### src/rtl/uart_tx_fifo.sv
// UART transmitter with a small transmit FIFO in front of a start/data/parity/stop serializer.
// Bit timer restarts at every frame start, so the first (start) bit is always a full bit period.
module uart_tx_fifo #(
    parameter int unsigned MAIN_CLK   = 120000000,
    parameter int unsigned BAUD       = 115200,
    parameter int unsigned DATA_BITS  = 8,
    parameter int unsigned PARITY     = 0,
    parameter int unsigned STOP_BITS  = 1,
    parameter int unsigned FIFO_DEPTH = 4
) (
    input  logic                          clk,
    input  logic                          reset_n,
    input  logic                          tx_valid,
    output logic                          tx_ready,
    input  logic [DATA_BITS-1:0]          tx_data,
    output logic                          tx_busy,
    output logic [$clog2(FIFO_DEPTH):0]   fifo_level,
    output logic                          uart_tx
);

    localparam int unsigned BAUD_DIVIDE = MAIN_CLK / BAUD;
    localparam int unsigned CNT_W       = $clog2(BAUD_DIVIDE);
    localparam int unsigned PTR_W       = $clog2(FIFO_DEPTH);
    localparam int unsigned LVL_W       = PTR_W + 1;
    localparam int unsigned IDX_W       = 4;

    if ((BAUD_DIVIDE < 2) || (DATA_BITS < 5) || (DATA_BITS > 9) || (PARITY > 2) ||
        (STOP_BITS < 1) || (STOP_BITS > 2) || (FIFO_DEPTH < 2) ||
        ((FIFO_DEPTH & (FIFO_DEPTH - 1)) != 0)) begin : g_cfg_check
        $error("uart_tx_fifo: illegal parameter combination");
    end

    typedef enum logic [2:0] {
        S_IDLE,
        S_START,
        S_DATA,
        S_PARITY,
        S_STOP
    } state_t;

    state_t                 r_state;
    logic [CNT_W-1:0]       r_cnt;
    logic [IDX_W-1:0]       r_idx;
    logic [DATA_BITS-1:0]   r_shift;
    logic                   r_par;
    logic                   r_tx;
    logic                   r_busy;
    logic                   r_ready;
    logic [LVL_W-1:0]       r_level;
    logic [PTR_W-1:0]       r_wr_ptr;
    logic [PTR_W-1:0]       r_rd_ptr;
    logic [DATA_BITS-1:0]   r_mem [FIFO_DEPTH];

    logic                   w_push;
    logic                   w_pop;
    logic                   w_bit_done;
    logic                   w_last_data;
    logic                   w_last_stop;
    logic [DATA_BITS-1:0]   w_head;
    logic                   w_head_par;
    logic [LVL_W-1:0]       w_level_nxt;

    assign w_bit_done  = (r_cnt == CNT_W'(BAUD_DIVIDE - 1));
    assign w_last_data = (r_idx == IDX_W'(DATA_BITS - 1));
    assign w_last_stop = (r_idx == IDX_W'(STOP_BITS - 1));
    assign w_push      = tx_valid && r_ready;

    // A frame starts (and the head is popped) from IDLE, or straight out of the last stop bit.
    assign w_pop       = (r_level != '0) &&
                         ((r_state == S_IDLE) ||
                          ((r_state == S_STOP) && w_bit_done && w_last_stop));

    assign w_level_nxt = r_level + LVL_W'(w_push) - LVL_W'(w_pop);
    assign w_head      = r_mem[r_rd_ptr];
    assign w_head_par  = (^w_head) ^ (PARITY == 2);

    assign tx_ready    = r_ready;
    assign tx_busy     = r_busy;
    assign fifo_level  = r_level;
    assign uart_tx     = r_tx;

    // Storage array; contents are don't-care until written, so it carries no reset.
    always_ff @(posedge clk) begin
        if (w_push) begin
            r_mem[r_wr_ptr] <= tx_data;
        end
    end

    always_ff @(posedge clk or negedge reset_n) begin
        if (!reset_n) begin
            r_wr_ptr <= '0;
            r_rd_ptr <= '0;
            r_level  <= '0;
            r_ready  <= 1'b1;
        end else begin
            if (w_push) begin
                r_wr_ptr <= r_wr_ptr + PTR_W'(1);
            end
            if (w_pop) begin
                r_rd_ptr <= r_rd_ptr + PTR_W'(1);
            end
            r_level <= w_level_nxt;
            r_ready <= (w_level_nxt != LVL_W'(FIFO_DEPTH));
        end
    end

    always_ff @(posedge clk or negedge reset_n) begin
        if (!reset_n) begin
            r_state <= S_IDLE;
            r_cnt   <= '0;
            r_idx   <= '0;
            r_shift <= '0;
            r_par   <= 1'b0;
            r_tx    <= 1'b1;
            r_busy  <= 1'b0;
        end else if (w_pop) begin
            r_state <= S_START;
            r_cnt   <= '0;
            r_idx   <= '0;
            r_shift <= w_head;
            r_par   <= w_head_par;
            r_tx    <= 1'b0;
            r_busy  <= 1'b1;
        end else begin
            case (r_state)
                S_IDLE: begin
                    r_tx   <= 1'b1;
                    r_busy <= 1'b0;
                end
                S_START: begin
                    if (w_bit_done) begin
                        r_cnt   <= '0;
                        r_idx   <= '0;
                        r_tx    <= r_shift[0];
                        r_shift <= r_shift >> 1;
                        r_state <= S_DATA;
                    end else begin
                        r_cnt <= r_cnt + CNT_W'(1);
                    end
                end
                S_DATA: begin
                    if (w_bit_done) begin
                        r_cnt <= '0;
                        if (w_last_data) begin
                            r_idx <= '0;
                            if (PARITY != 0) begin
                                r_tx    <= r_par;
                                r_state <= S_PARITY;
                            end else begin
                                r_tx    <= 1'b1;
                                r_state <= S_STOP;
                            end
                        end else begin
                            r_idx   <= r_idx + IDX_W'(1);
                            r_tx    <= r_shift[0];
                            r_shift <= r_shift >> 1;
                        end
                    end else begin
                        r_cnt <= r_cnt + CNT_W'(1);
                    end
                end
                S_PARITY: begin
                    if (w_bit_done) begin
                        r_cnt   <= '0;
                        r_idx   <= '0;
                        r_tx    <= 1'b1;
                        r_state <= S_STOP;
                    end else begin
                        r_cnt <= r_cnt + CNT_W'(1);
                    end
                end
                S_STOP: begin
                    if (w_bit_done) begin
                        r_cnt <= '0;
                        if (w_last_stop) begin
                            r_state <= S_IDLE;
                            r_busy  <= 1'b0;
                            r_tx    <= 1'b1;
                        end else begin
                            r_idx <= r_idx + IDX_W'(1);
                        end
                    end else begin
                        r_cnt <= r_cnt + CNT_W'(1);
                    end
                end
                default: begin
                    r_state <= S_IDLE;
                    r_tx    <= 1'b1;
                    r_busy  <= 1'b0;
                end
            endcase
        end
    end

endmodule

### config.mk
export PLATFORM = sky130hd
export DESIGN_NAME = uart_tx_fifo
export DESIGN_NICKNAME = d
export VERILOG_FILES = /design/src/rtl/uart_tx_fifo.sv
export SDC_FILE = /design/constraint.sdc
export NUM_CORES = 1
export LEC_CHECK = 0
export ABC_AREA = 0
export CAP_MARGIN = 20
export CORE_MARGIN = 4
export CORE_UTILIZATION = 59
export DETAILED_ROUTE_END_ITERATION = 10
export PLACE_DENSITY_LB_ADDON = 0.3
export SLEW_MARGIN = 20
export SYNTH_ARGS = -nofsm -noshare
export SYNTH_HDL_FRONTEND = slang
export SYNTH_SLANG_ARGS = --single-unit
### constraint.sdc
create_clock -name clk -period 3.7 [get_ports clk]
set_clock_uncertainty 0.2 [all_clocks]
set_input_delay 0.74 -clock clk [delete_from_list [all_inputs] [get_ports clk]]
set_output_delay 0.74 -clock clk [all_outputs]
set_load 0.02 [all_outputs]
==> reports/summary.txt, run 1 <==
PLACEMENT
----------------------------------------------------------------------------------------
Final weighted congestion in routability-driven placement                          0.799
Minimum setup slack after placement                                               842 ps
Placed cell area                                                              3420 sq um
Count of buffers from port buffering                                                  16
Estimated wirelength of the detail-placed design                                 3.63 mm

FLOORPLANNING
----------------------------------------------------------------------------------------
I/O pin count                                                                         17
Die Y                                                                            81.9 um
Starting density of the core                                                       61.9%
Die Footprint                                                                 6700 sq um
Horizontal die dimension                                                         81.9 um
Std cell rows                                                                         26
Core ar.                                                                      5200 sq um

GLOBAL ROUTE
----------------------------------------------------------------------------------------
Total global-route track usage                                                     19.0%
Vias in the first global route                                                     1,975
Maximum number of pins on one net before global-route repair                          37
Initial antenna violation count                                                        0
Grt ovf                                                                                0
Global-route wire length before repair                                           9.27 mm

CLOCK TREE
----------------------------------------------------------------------------------------
Number of gates resized after CTS                                                      0
CTS tree                                                                             yes
Post CTS Setup Buffer Count                                                            0
Later-pin clock latency in the skew report                                        340 ps
Buffer depth of the longest clock path                                                 2
Number of hold-repair buffers added at the cts stage                                   0
Clock-pin slew on the worst setup and hold paths                                   80 ps
TritonCTS buffer count                                                                 9
Depth of the CTS H-tree                                                                3
Number of sinks driven by the clock tree                                              68
Root buf cell                                                               sky130_fd_sc_hd__clkbuf_8

LOGIC SYNTHESIS
----------------------------------------------------------------------------------------
Synth Register Bits                                                                   68
Most area-hungry cell type in the Yosys netlist                             sky130_fd_sc_hd__edfxtp_1
Synthesized area divided by synthesized cell count                            13.1 sq um
Mapped Cells                                                                         246
Syn nets                                                                             268
Number of flops mapped to enable cells by yosys                                       32
Synth async-reset ratio                                                            52.9%
Cell types occupying the most area after synthesis                          sky130_fd_sc_hd__edfxtp_1 (30%), sky130_fd_sc_hd__dfrtp_1 (26%), sky130_fd_sc_hd__mux4_2 (6.3%)
Synth Area in Compound Gates                                                       6.10%
Post-synthesis share of cell area spent on and, or, nand and nor gates             15.9%
Proportion of synthesized area in mux cells                                        8.90%
Synthesis warning total                                                                0
Adder-cell share of the synthesized area                                           4.51%
Most repeated cell in the gate-level netlist after synthesis                sky130_fd_sc_hd__dfrtp_1
Portion of synthesized cell area occupied by the leading cell type                 29.8%
Most frequent cells after synthesis                                         sky130_fd_sc_hd__dfrtp_1 (34), sky130_fd_sc_hd__edfxtp_1 (32), sky130_fd_sc_hd__nor2_1 (21), sky130_fd_sc_hd__nand2_1 (16), sky130_fd_sc_hd__xnor2_1 (12)
Netlist Area Pre-Place                                                        3220 sq um
Netlist cell types                                                                    54
Share of the synthesized netlist area taken by xor and xnor gates                  3.81%
Post-synth top flop                                                         sky130_fd_sc_hd__dfrtp_1
Combinational family with the most area after synthesis                     simple AND/OR/NAND/NOR gates
Sequential area share after synthesis                                              57.9%

SETUP PATH
----------------------------------------------------------------------------------------
Crit start category                                                            flip-flop
CP arrival                                                                       2970 ps
Required time at the endpoint of the critical path                               3770 ps
Critical Path Fanout Max                                                               3
Setup crit end kind                                                            flip-flop
Worst R2R Path Depth                                                                  11
Type of the setup path with the least slack                                 flip-flop to flip-flop

ROUTING
----------------------------------------------------------------------------------------
1st-iter DRT viols                                                                   111
Number of nets still failing antenna checks after routing                              0
Residual DRC                                                                           0
Average detailed-routed wire length per instance                                 15.8 um
Overall routed net length                                                        5.37 mm
Average vias per placed instance                                                    5.71
Via count                                                                          1,942
First-pass DRT Iterations                                                              4

TIMING
----------------------------------------------------------------------------------------
Total count of max-transition violations in the final report                           0
Actual slew at the worst max-slew pin                                             780 ps
Number of hold-slack violations in the final timing report                             0
RSZ-0062 raised after global routing                                               false
Portion of the clock cycle consumed by the worst path in the final layout          78.3%
Minimum clock period after layout                                                2900 ps
Maximum frequency from static timing analysis                                    345 MHz
Worst Hold Slack                                                                  276 ps
Slew HR                                                                            48.0%
Sum of negative setup slack                                                         0 ps
Final setup fails                                                                      0
Min setup slack post-route                                                        801 ps

HOLD PATH
----------------------------------------------------------------------------------------
Worst Hold Class                                                            input pin to async pin

CELLS AND AREA
----------------------------------------------------------------------------------------
Proportion of layout cells with a drive suffix above 1                             16.7%
Total Nets Final                                                                     287
Area grow syn2layout                                                               12.6%
Ant. Diodes                                                                            0
Final design area excluding fillers                                           3630 sq um

PWR
----------------------------------------------------------------------------------------
Total power per unit cell area                                               509 nW/um^2
Leak Pwr                                                                         1.37 nW
Peak supply drop                                                                  417 uV
Tot Pwr                                                                          1.85 mW

RUN STATUS
----------------------------------------------------------------------------------------
Result of the run                                                           finished, final reports clean

FLOW RUN
----------------------------------------------------------------------------------------
Maxcap violations                                                                      0

==> layout make-up <==
type | count | area [sq um]
sequential | 68 | 1860
fill | 393 | 1580
multi-input combinational | 158 | 1260
timing repair buffer | 17 | 163
clock buffer | 9 | 124
tap | 70 | 87.6
clock inverter | 7 | 82.6
inverter | 11 | 41.3
==> cells by family (layout without fill, tap and decap cells) <==
kind of cell | count (synthesis) | count (layout)
simple gates | 87 | 87
flops | 68 | 68
compound gates | 29 | 29
buf+inv | 20 | 44
mux | 17 | 17
xor+xnor | 14 | 14
fa+ha+maj | 11 | 11
==> routing by layer <==
metal / wire (um) / track usage, % / share of wire (%)
met2: 2710 / 31.3 / 50
met4: 52 / 7.97 / 0.97
met5: 0 / 0 / 0
met3: 199 / 5.92 / 3.7
met1: 2410 / 23.2 / 45
==> state kept, by name, summed over array words and instances (netlist names) <==
register,cells
fifo_level,3
r_cnt,11
r_idx,4
r_mem,32
r_rd_ptr,2
r_shift,8
r_state,3
r_wr_ptr,2
tx_busy,1
tx_ready,1
uart_tx,1
==> cells in the final DEF (no fill, tap or decap), types with 4 or more instances in the layout <==
cell	synthesis	final
sky130_fd_sc_hd__dfrtp_1	34	34
sky130_fd_sc_hd__edfxtp_1	32	32
sky130_fd_sc_hd__nor2_1	21	21
sky130_fd_sc_hd__nand2_1	16	16
sky130_fd_sc_hd__clkdlybuf4s50_1	0	15
sky130_fd_sc_hd__xnor2_1	12	12
sky130_fd_sc_hd__inv_1	11	11
sky130_fd_sc_hd__ha_1	10	10
sky130_fd_sc_hd__mux4_2	9	9
sky130_fd_sc_hd__clkbuf_8	0	9
sky130_fd_sc_hd__nor3_1	8	8
sky130_fd_sc_hd__and3_1	6	6
sky130_fd_sc_hd__mux2i_1	5	5
sky130_fd_sc_hd__o21ai_1	5	5
sky130_fd_sc_hd__nor2b_1	4	4
sky130_fd_sc_hd__nand4_1	4	4
sky130_fd_sc_hd__nand3_1	4	4
==> worst paths after layout <==
check / start / to / slack [ps]
max: r_idx[0] / tx_ready / 800
min: reset_n / r_idx[3] / 280
max reg2reg: r_idx[0] / tx_ready / 800
min reg2reg: tx_busy / tx_busy / 290
max in group asynchronous: reset_n / r_cnt[7] / 2540
min in group clk: tx_busy / tx_busy / 290
==> critical path, stage by stage (launching register included) <==
cell	delay, ps
sky130_fd_sc_hd__dfrtp_1	400
sky130_fd_sc_hd__inv_1	90
sky130_fd_sc_hd__ha_1	140
sky130_fd_sc_hd__nor3b_1	390
sky130_fd_sc_hd__nand4_1	270
sky130_fd_sc_hd__a21oi_2	240
sky130_fd_sc_hd__ha_1	260
sky130_fd_sc_hd__inv_1	60
sky130_fd_sc_hd__ha_1	150
sky130_fd_sc_hd__fa_1	440
sky130_fd_sc_hd__nor2_1	130
sky130_fd_sc_hd__nand2_1	60
==> where the power goes <==
group          internal [mW]  switching, mW
combinational          0.123          0.149
sequential             0.901         0.0440
clock                  0.321          0.309
total                   1.34          0.502
==> metrics by stage <==
step | util, % | std cells
finish | 69.7 | 340
global route | 69.7 | 340
CTS | 69.7 | 340
detailed placement | 65.7 | 324
global placement | 65.7 | 324
floorplan | - | 246
(Power assumes the default switching activity.)
==> run 2, diff against run 1 <==
- clock period: 3.7 -> 2.9 ns (I/O delays scaled with it)
==> run 2 against run 1 <==
- sequential power increased by 28%
- fmax up 8.0%
- largest power group unchanged
- register-to-register slack got worse by 590 ps
- critical path type unchanged
- global-route usage grew 0.75 points
- sequential share of layout area fell by 0.75 points
==> reports/summary.txt, run 2 (synthesis results as in run 1) <==
GLOBAL ROUTE
----------------------------------------------------------------------------------------
Vias in the first global route                                                     2,040
Global-route wire length before repair                                           9.67 mm
Total global-route track usage                                                     19.8%
Grt ovf                                                                                0
Initial antenna violation count                                                        0
Maximum number of pins on one net before global-route repair                          37

PWR
----------------------------------------------------------------------------------------
Share of power burned in combinational logic                                       14.4%
Switching power share of the total                                                 25.8%
Power Internal                                                                   1.79 mW
Relative contribution of sequential cells to total power                           49.9%
Peak supply drop                                                                  599 uV
Leak Pwr                                                                         1.41 nW
Switching power                                                                   625 uW
Total power per unit cell area                                               657 nW/um^2
Clk network pwr share                                                              35.7%

CELLS AND AREA
----------------------------------------------------------------------------------------
Registers with the most flip-flops                                          r_mem (32), r_cnt (11), r_shift (8)
Ant. Diodes                                                                            0
Most frequent cells in the layout                                           sky130_fd_sc_hd__dfrtp_1 (34), sky130_fd_sc_hd__edfxtp_1 (32), sky130_fd_sc_hd__nor2_1 (21)
Number of flip-flops under the largest register name                                  32
Area grow syn2layout                                                               14.3%
Total Nets Final                                                                     292
Proportion of layout cells with a drive suffix above 1                             18.2%
Commonest non-fill, non-tap cell in the layout                              sky130_fd_sc_hd__dfrtp_1
Register ranked first by flip-flop count                                           r_mem

FLOORPLANNING
----------------------------------------------------------------------------------------
Std cell rows                                                                         26
Starting density of the core                                                       61.9%
Core ar.                                                                      5200 sq um
I/O pin count                                                                         17
Die Y                                                                            81.9 um
Die Footprint                                                                 6700 sq um
Horizontal die dimension                                                         81.9 um

CLOCK TREE
----------------------------------------------------------------------------------------
Root buf cell                                                               sky130_fd_sc_hd__clkbuf_8
CTS tree                                                                             yes
Clock-pin slew on the worst setup and hold paths                                   70 ps
Number of gates resized after CTS                                                      0
Later-pin clock latency in the skew report                                        340 ps
Depth of the CTS H-tree                                                                3
Buffer depth of the longest clock path                                                 2
Number of sinks driven by the clock tree                                              68
TritonCTS buffer count                                                                 9

SETUP PATH
----------------------------------------------------------------------------------------
Setup crit end kind                                                            flip-flop
Type of the setup path with the least slack                                 flip-flop to flip-flop
Crit start category                                                            flip-flop
Critical Path Fanout Max                                                               3
Critical Path Max Stage Delay                                                     440 ps
Required time at the endpoint of the critical path                               2970 ps
CP arrival                                                                       2750 ps
Crit-path leading delay family                                               adder cells
Worst path most repeated cell                                               sky130_fd_sc_hd__ha_1
Slowest stage cell on the critical path                                     sky130_fd_sc_hd__fa_1
Total buffers and inverters traversed by the critical path                             2
Cells along the critical path                                               inv_1 -> ha_1 -> nor4b_4 -> nand4_1 -> a21oi_2 -> ha_1 -> inv_1 -> ha_1 -> fa_1 -> nor2_1 -> nand2_1

HOLD PATH
----------------------------------------------------------------------------------------
Worst Hold Class                                                            input pin to async pin

ROUTING
----------------------------------------------------------------------------------------
First-pass DRT Iterations                                                              4
Average detailed-routed wire length per instance                                 16.1 um
Via count                                                                          1,963
Number of nets still failing antenna checks after routing                              0
Average vias per placed instance                                                    5.69
Residual DRC                                                                           0
Overall routed net length                                                        5.55 mm
1st-iter DRT viols                                                                   157

TIMING
----------------------------------------------------------------------------------------
Portion of the clock cycle consumed by the worst path in the final layout          92.6%
Min setup slack post-route                                                        215 ps
Actual slew at the worst max-slew pin                                             791 ps
Maximum frequency from static timing analysis                                    372 MHz
Slew HR                                                                            47.3%
RSZ-0062 raised after global routing                                               false
Number of hold-slack violations in the final timing report                             0
Final setup fails                                                                      0
Total count of max-transition violations in the final report                           0
Sum of negative setup slack                                                         0 ps
Minimum clock period after layout                                                2680 ps

PLACEMENT
----------------------------------------------------------------------------------------
Estimated wirelength of the detail-placed design                                 3.83 mm
Minimum setup slack after placement                                               203 ps
Final weighted congestion in routability-driven placement                          0.815
Count of buffers from port buffering                                                  16

FLOW RUN
----------------------------------------------------------------------------------------
Maxcap violations                                                                      0

RUN STATUS
----------------------------------------------------------------------------------------
Result of the run                                                           finished, final reports clean

run 2: power by group through the flow:
stage	registers, mW	logic [mW]	clock network [mW]
2_1_floorplan	1.24	0.192	0
3_3_place_gp	1.22	0.345	0
3_5_place_dp	1.23	0.351	0
4_1_cts	1.21	0.358	0.880
5_1_grt	1.22	0.387	0.924
6_report	1.21	0.349	0.863
run 2: repair_timing:
action,4_1_cts,5_1_grt
buffers inserted,0,1
hold buffers,0,0
setup endpoints to repair,0,1
run 2: stage by stage:
stage,hold slack [ps],power (mW),instances,utilization [%],area (sq um)
after detailed placement,277,1.58,328,66.3,3450
after global placement,268,1.56,328,66.3,3450
final,117,2.42,345,70.7,3680
after global routing,179,2.53,345,70.7,3680
after floorplan,84.4,1.43,246,-,3220
after CTS,140,2.45,344,70.6,3670
run 2: path summary, 6_finish.rpt:
| path | startpoint | to | slack [ps] | cells past startpoint |
|---|---|---|---|---|
| min in group clk | tx_busy | tx_busy | 290 | 1 |
| worst min register to register | tx_busy | tx_busy | 290 | 1 |
| worst max-delay path | r_cnt[0] | tx_ready | 220 | 11 |
| max in group asynchronous | reset_n | r_idx[0] | 1880 | 1 |
| worst min-delay path | reset_n | r_idx[2] | 120 | 1 |
| worst max register to register | r_cnt[0] | tx_ready | 220 | 11 |
run 2: area by class of cell:
class                      count  area [sq um]
clock inverter                 7          98.8
multi-input combinational    158          1260
tap                           70          87.6
sequential                    68          1860
inverter                      11          41.3
timing repair buffer          22           200
fill                         364          1530
clock buffer                   9           124
run 2: per-layer routing:
metal	share of wire, %	global-route usage, %	vias to the layer above
met4	1.4	9.97	0
met5	0	0	-
li1	-	-	942
met3	4.7	4.28	9
met1	43	23.8	967
met2	51	33.4	45
==> run 3, diff against run 2 <==
- CORE_UTILIZATION: 59 -> 55
==> run 3 against run 2 <==
- design area shrank 0.41%
- routed wire length fell by 5.3%
- setup slack improved by 14 ps
- die area up 6.6%
- count of clock-buffer cells in the layout stayed put
- combinational power decreased by 2%
- power decreased by 3.0%
- register-to-register slack hardly changed
==> reports/summary.txt, run 3 (synthesis results as in run 1) <==
CLOCK TREE
----------------------------------------------------------------------------------------
Number of hold-repair buffers added at the cts stage                                   0
TritonCTS buffer count                                                                 9
Buffer depth of the longest clock path                                                 2
Number of sinks driven by the clock tree                                              68
Clock-pin slew on the worst setup and hold paths                                   80 ps
Depth of the CTS H-tree                                                                3
Later-pin clock latency in the skew report                                        350 ps
Number of gates resized after CTS                                                      0
CTS tree                                                                             yes
Post CTS Setup Buffer Count                                                            0
Root buf cell                                                               sky130_fd_sc_hd__clkbuf_8

ROUTING
----------------------------------------------------------------------------------------
Average vias per placed instance                                                    5.62
1st-iter DRT viols                                                                    93
Residual DRC                                                                           0
Average detailed-routed wire length per instance                                 15.1 um
First-pass DRT Iterations                                                              4
Overall routed net length                                                        5.25 mm
Number of nets still failing antenna checks after routing                              0
Via count                                                                          1,950

FLOORPLANNING
----------------------------------------------------------------------------------------
I/O pin count                                                                         17
Horizontal die dimension                                                         84.5 um
Starting density of the core                                                       57.4%
Die Footprint                                                                 7140 sq um
Core ar.                                                                      5610 sq um
Die Y                                                                            84.5 um
Std cell rows                                                                         27

GLOBAL ROUTE
----------------------------------------------------------------------------------------
Total global-route track usage                                                     16.7%
Maximum number of pins on one net before global-route repair                          37
Grt ovf                                                                                0
Vias in the first global route                                                     2,012
Initial antenna violation count                                                        0
Global-route wire length before repair                                           9.27 mm

CELLS AND AREA
----------------------------------------------------------------------------------------
Ant. Diodes                                                                            0
Proportion of layout cells with a drive suffix above 1                             18.2%
Total Nets Final                                                                     292
Registers with the most flip-flops                                          r_mem (32), r_cnt (11), r_shift (8)
Area grow syn2layout                                                               13.8%
Register ranked first by flip-flop count                                           r_mem
Number of flip-flops under the largest register name                                  32
Number of fill cells                                                                 424
Commonest non-fill, non-tap cell in the layout                              sky130_fd_sc_hd__dfrtp_1
Post-Route Utilization                                                             65.4%
Most frequent cells in the layout                                           sky130_fd_sc_hd__dfrtp_1 (34), sky130_fd_sc_hd__edfxtp_1 (32), sky130_fd_sc_hd__nor2_1 (21)

TIMING
----------------------------------------------------------------------------------------
Final setup fails                                                                      0
Sum of negative setup slack                                                         0 ps
RSZ-0062 raised after global routing                                               false
Actual slew at the worst max-slew pin                                             809 ps
Total count of max-transition violations in the final report                           0
Minimum clock period after layout                                                2670 ps
Portion of the clock cycle consumed by the worst path in the final layout          92.1%
Number of hold-slack violations in the final timing report                             0
Worst Hold Slack                                                                  110 ps
Maximum frequency from static timing analysis                                    375 MHz
Min setup slack post-route                                                        230 ps
Slew HR                                                                            46.1%

PWR
----------------------------------------------------------------------------------------
Power Internal                                                                   1.71 mW
Tot Pwr                                                                          2.35 mW
Clk network pwr share                                                              34.2%
Switching power share of the total                                                 27.0%
Share of power burned in combinational logic                                       14.6%
Total power per unit cell area                                               640 nW/um^2
Peak supply drop                                                                  530 uV
Relative contribution of sequential cells to total power                           51.3%
Leak Pwr                                                                         1.39 nW
Switching power                                                                   634 uW

RUN STATUS
----------------------------------------------------------------------------------------
Result of the run                                                           finished, final reports clean

SETUP PATH
----------------------------------------------------------------------------------------
Setup crit end kind                                                            flip-flop
Crit start category                                                            flip-flop
Critical Path Fanout Max                                                               3
Type of the setup path with the least slack                                 flip-flop to flip-flop
CP arrival                                                                       2740 ps
Required time at the endpoint of the critical path                               2970 ps

HOLD PATH
----------------------------------------------------------------------------------------
Worst Hold Class                                                            input pin to async pin

FLOW RUN
----------------------------------------------------------------------------------------
Maxcap violations                                                                      0

PLACEMENT
----------------------------------------------------------------------------------------
Count of buffers from port buffering                                                  16
Final weighted congestion in routability-driven placement                          0.885
Estimated wirelength of the detail-placed design                                 3.57 mm
Minimum setup slack after placement                                               192 ps

[run 3: through the flow]
step | instances | cell area (sq um)
after global routing | 347 | 3660
after global placement | 330 | 3450
after detailed placement | 330 | 3450
after floorplan | 246 | 3220
final | 347 | 3660
after CTS | 346 | 3660
[run 3: path summary, 6_finish.rpt]
kind / start / endpoint / slack (ps) / cells past startpoint
min: reset_n / r_idx[0] / 110 / 1
min in group clk: tx_busy / tx_busy / 290 / 1
max: r_cnt[0] / tx_ready / 230 / 11
max reg2reg: r_cnt[0] / tx_ready / 230 / 11
max in group asynchronous: reset_n / r_state[2] / 1870 / 1
min reg2reg: tx_busy / tx_busy / 290 / 1
[run 3: routing by layer]
| layer | share of wire (%) | GRT usage, % |
|---|---|---|
| met1 | 45 | 21.1 |
| met2 | 49 | 26.0 |
| met3 | 3.6 | 4.22 |
| met4 | 2.6 | 10.1 |
| met5 | 0 | 0 |
[run 3: final cells by class]
type / count / area, sq um / share of cell area (%)
flip-flops and latches: 68 / 1860 / 50.9
multi-input cells: 158 / 1260 / 34.5
repair buffers: 22 / 200 / 5.46
clock buffers: 9 / 124 / 3.38
well taps: 72 / 90.1 / 2.46
clock inverters: 7 / 81.3 / 2.22
inverters: 11 / 41.3 / 1.13
[run 3: power by group through the flow]
stage / combinational, mW / sequential (mW) / clock, mW
floorplan: 0.192 / 1.24 / 0
global placement: 0.345 / 1.22 / 0
detailed placement: 0.350 / 1.22 / 0
CTS: 0.350 / 1.20 / 0.824
global route: 0.383 / 1.22 / 0.868
finish: 0.342 / 1.20 / 0.802
[run 3: critical path, stage by stage (launching register included)]
cell and delay [ps]:
sky130_fd_sc_hd__dfrtp_1 390, sky130_fd_sc_hd__inv_1 80, sky130_fd_sc_hd__ha_1 150, sky130_fd_sc_hd__nor4b_4 250, sky130_fd_sc_hd__nand4_1 230, sky130_fd_sc_hd__a21oi_2 230, sky130_fd_sc_hd__ha_1 250, sky130_fd_sc_hd__inv_1 60
sky130_fd_sc_hd__ha_1 150, sky130_fd_sc_hd__fa_1 430, sky130_fd_sc_hd__nor2_1 120, sky130_fd_sc_hd__nand2_1 60
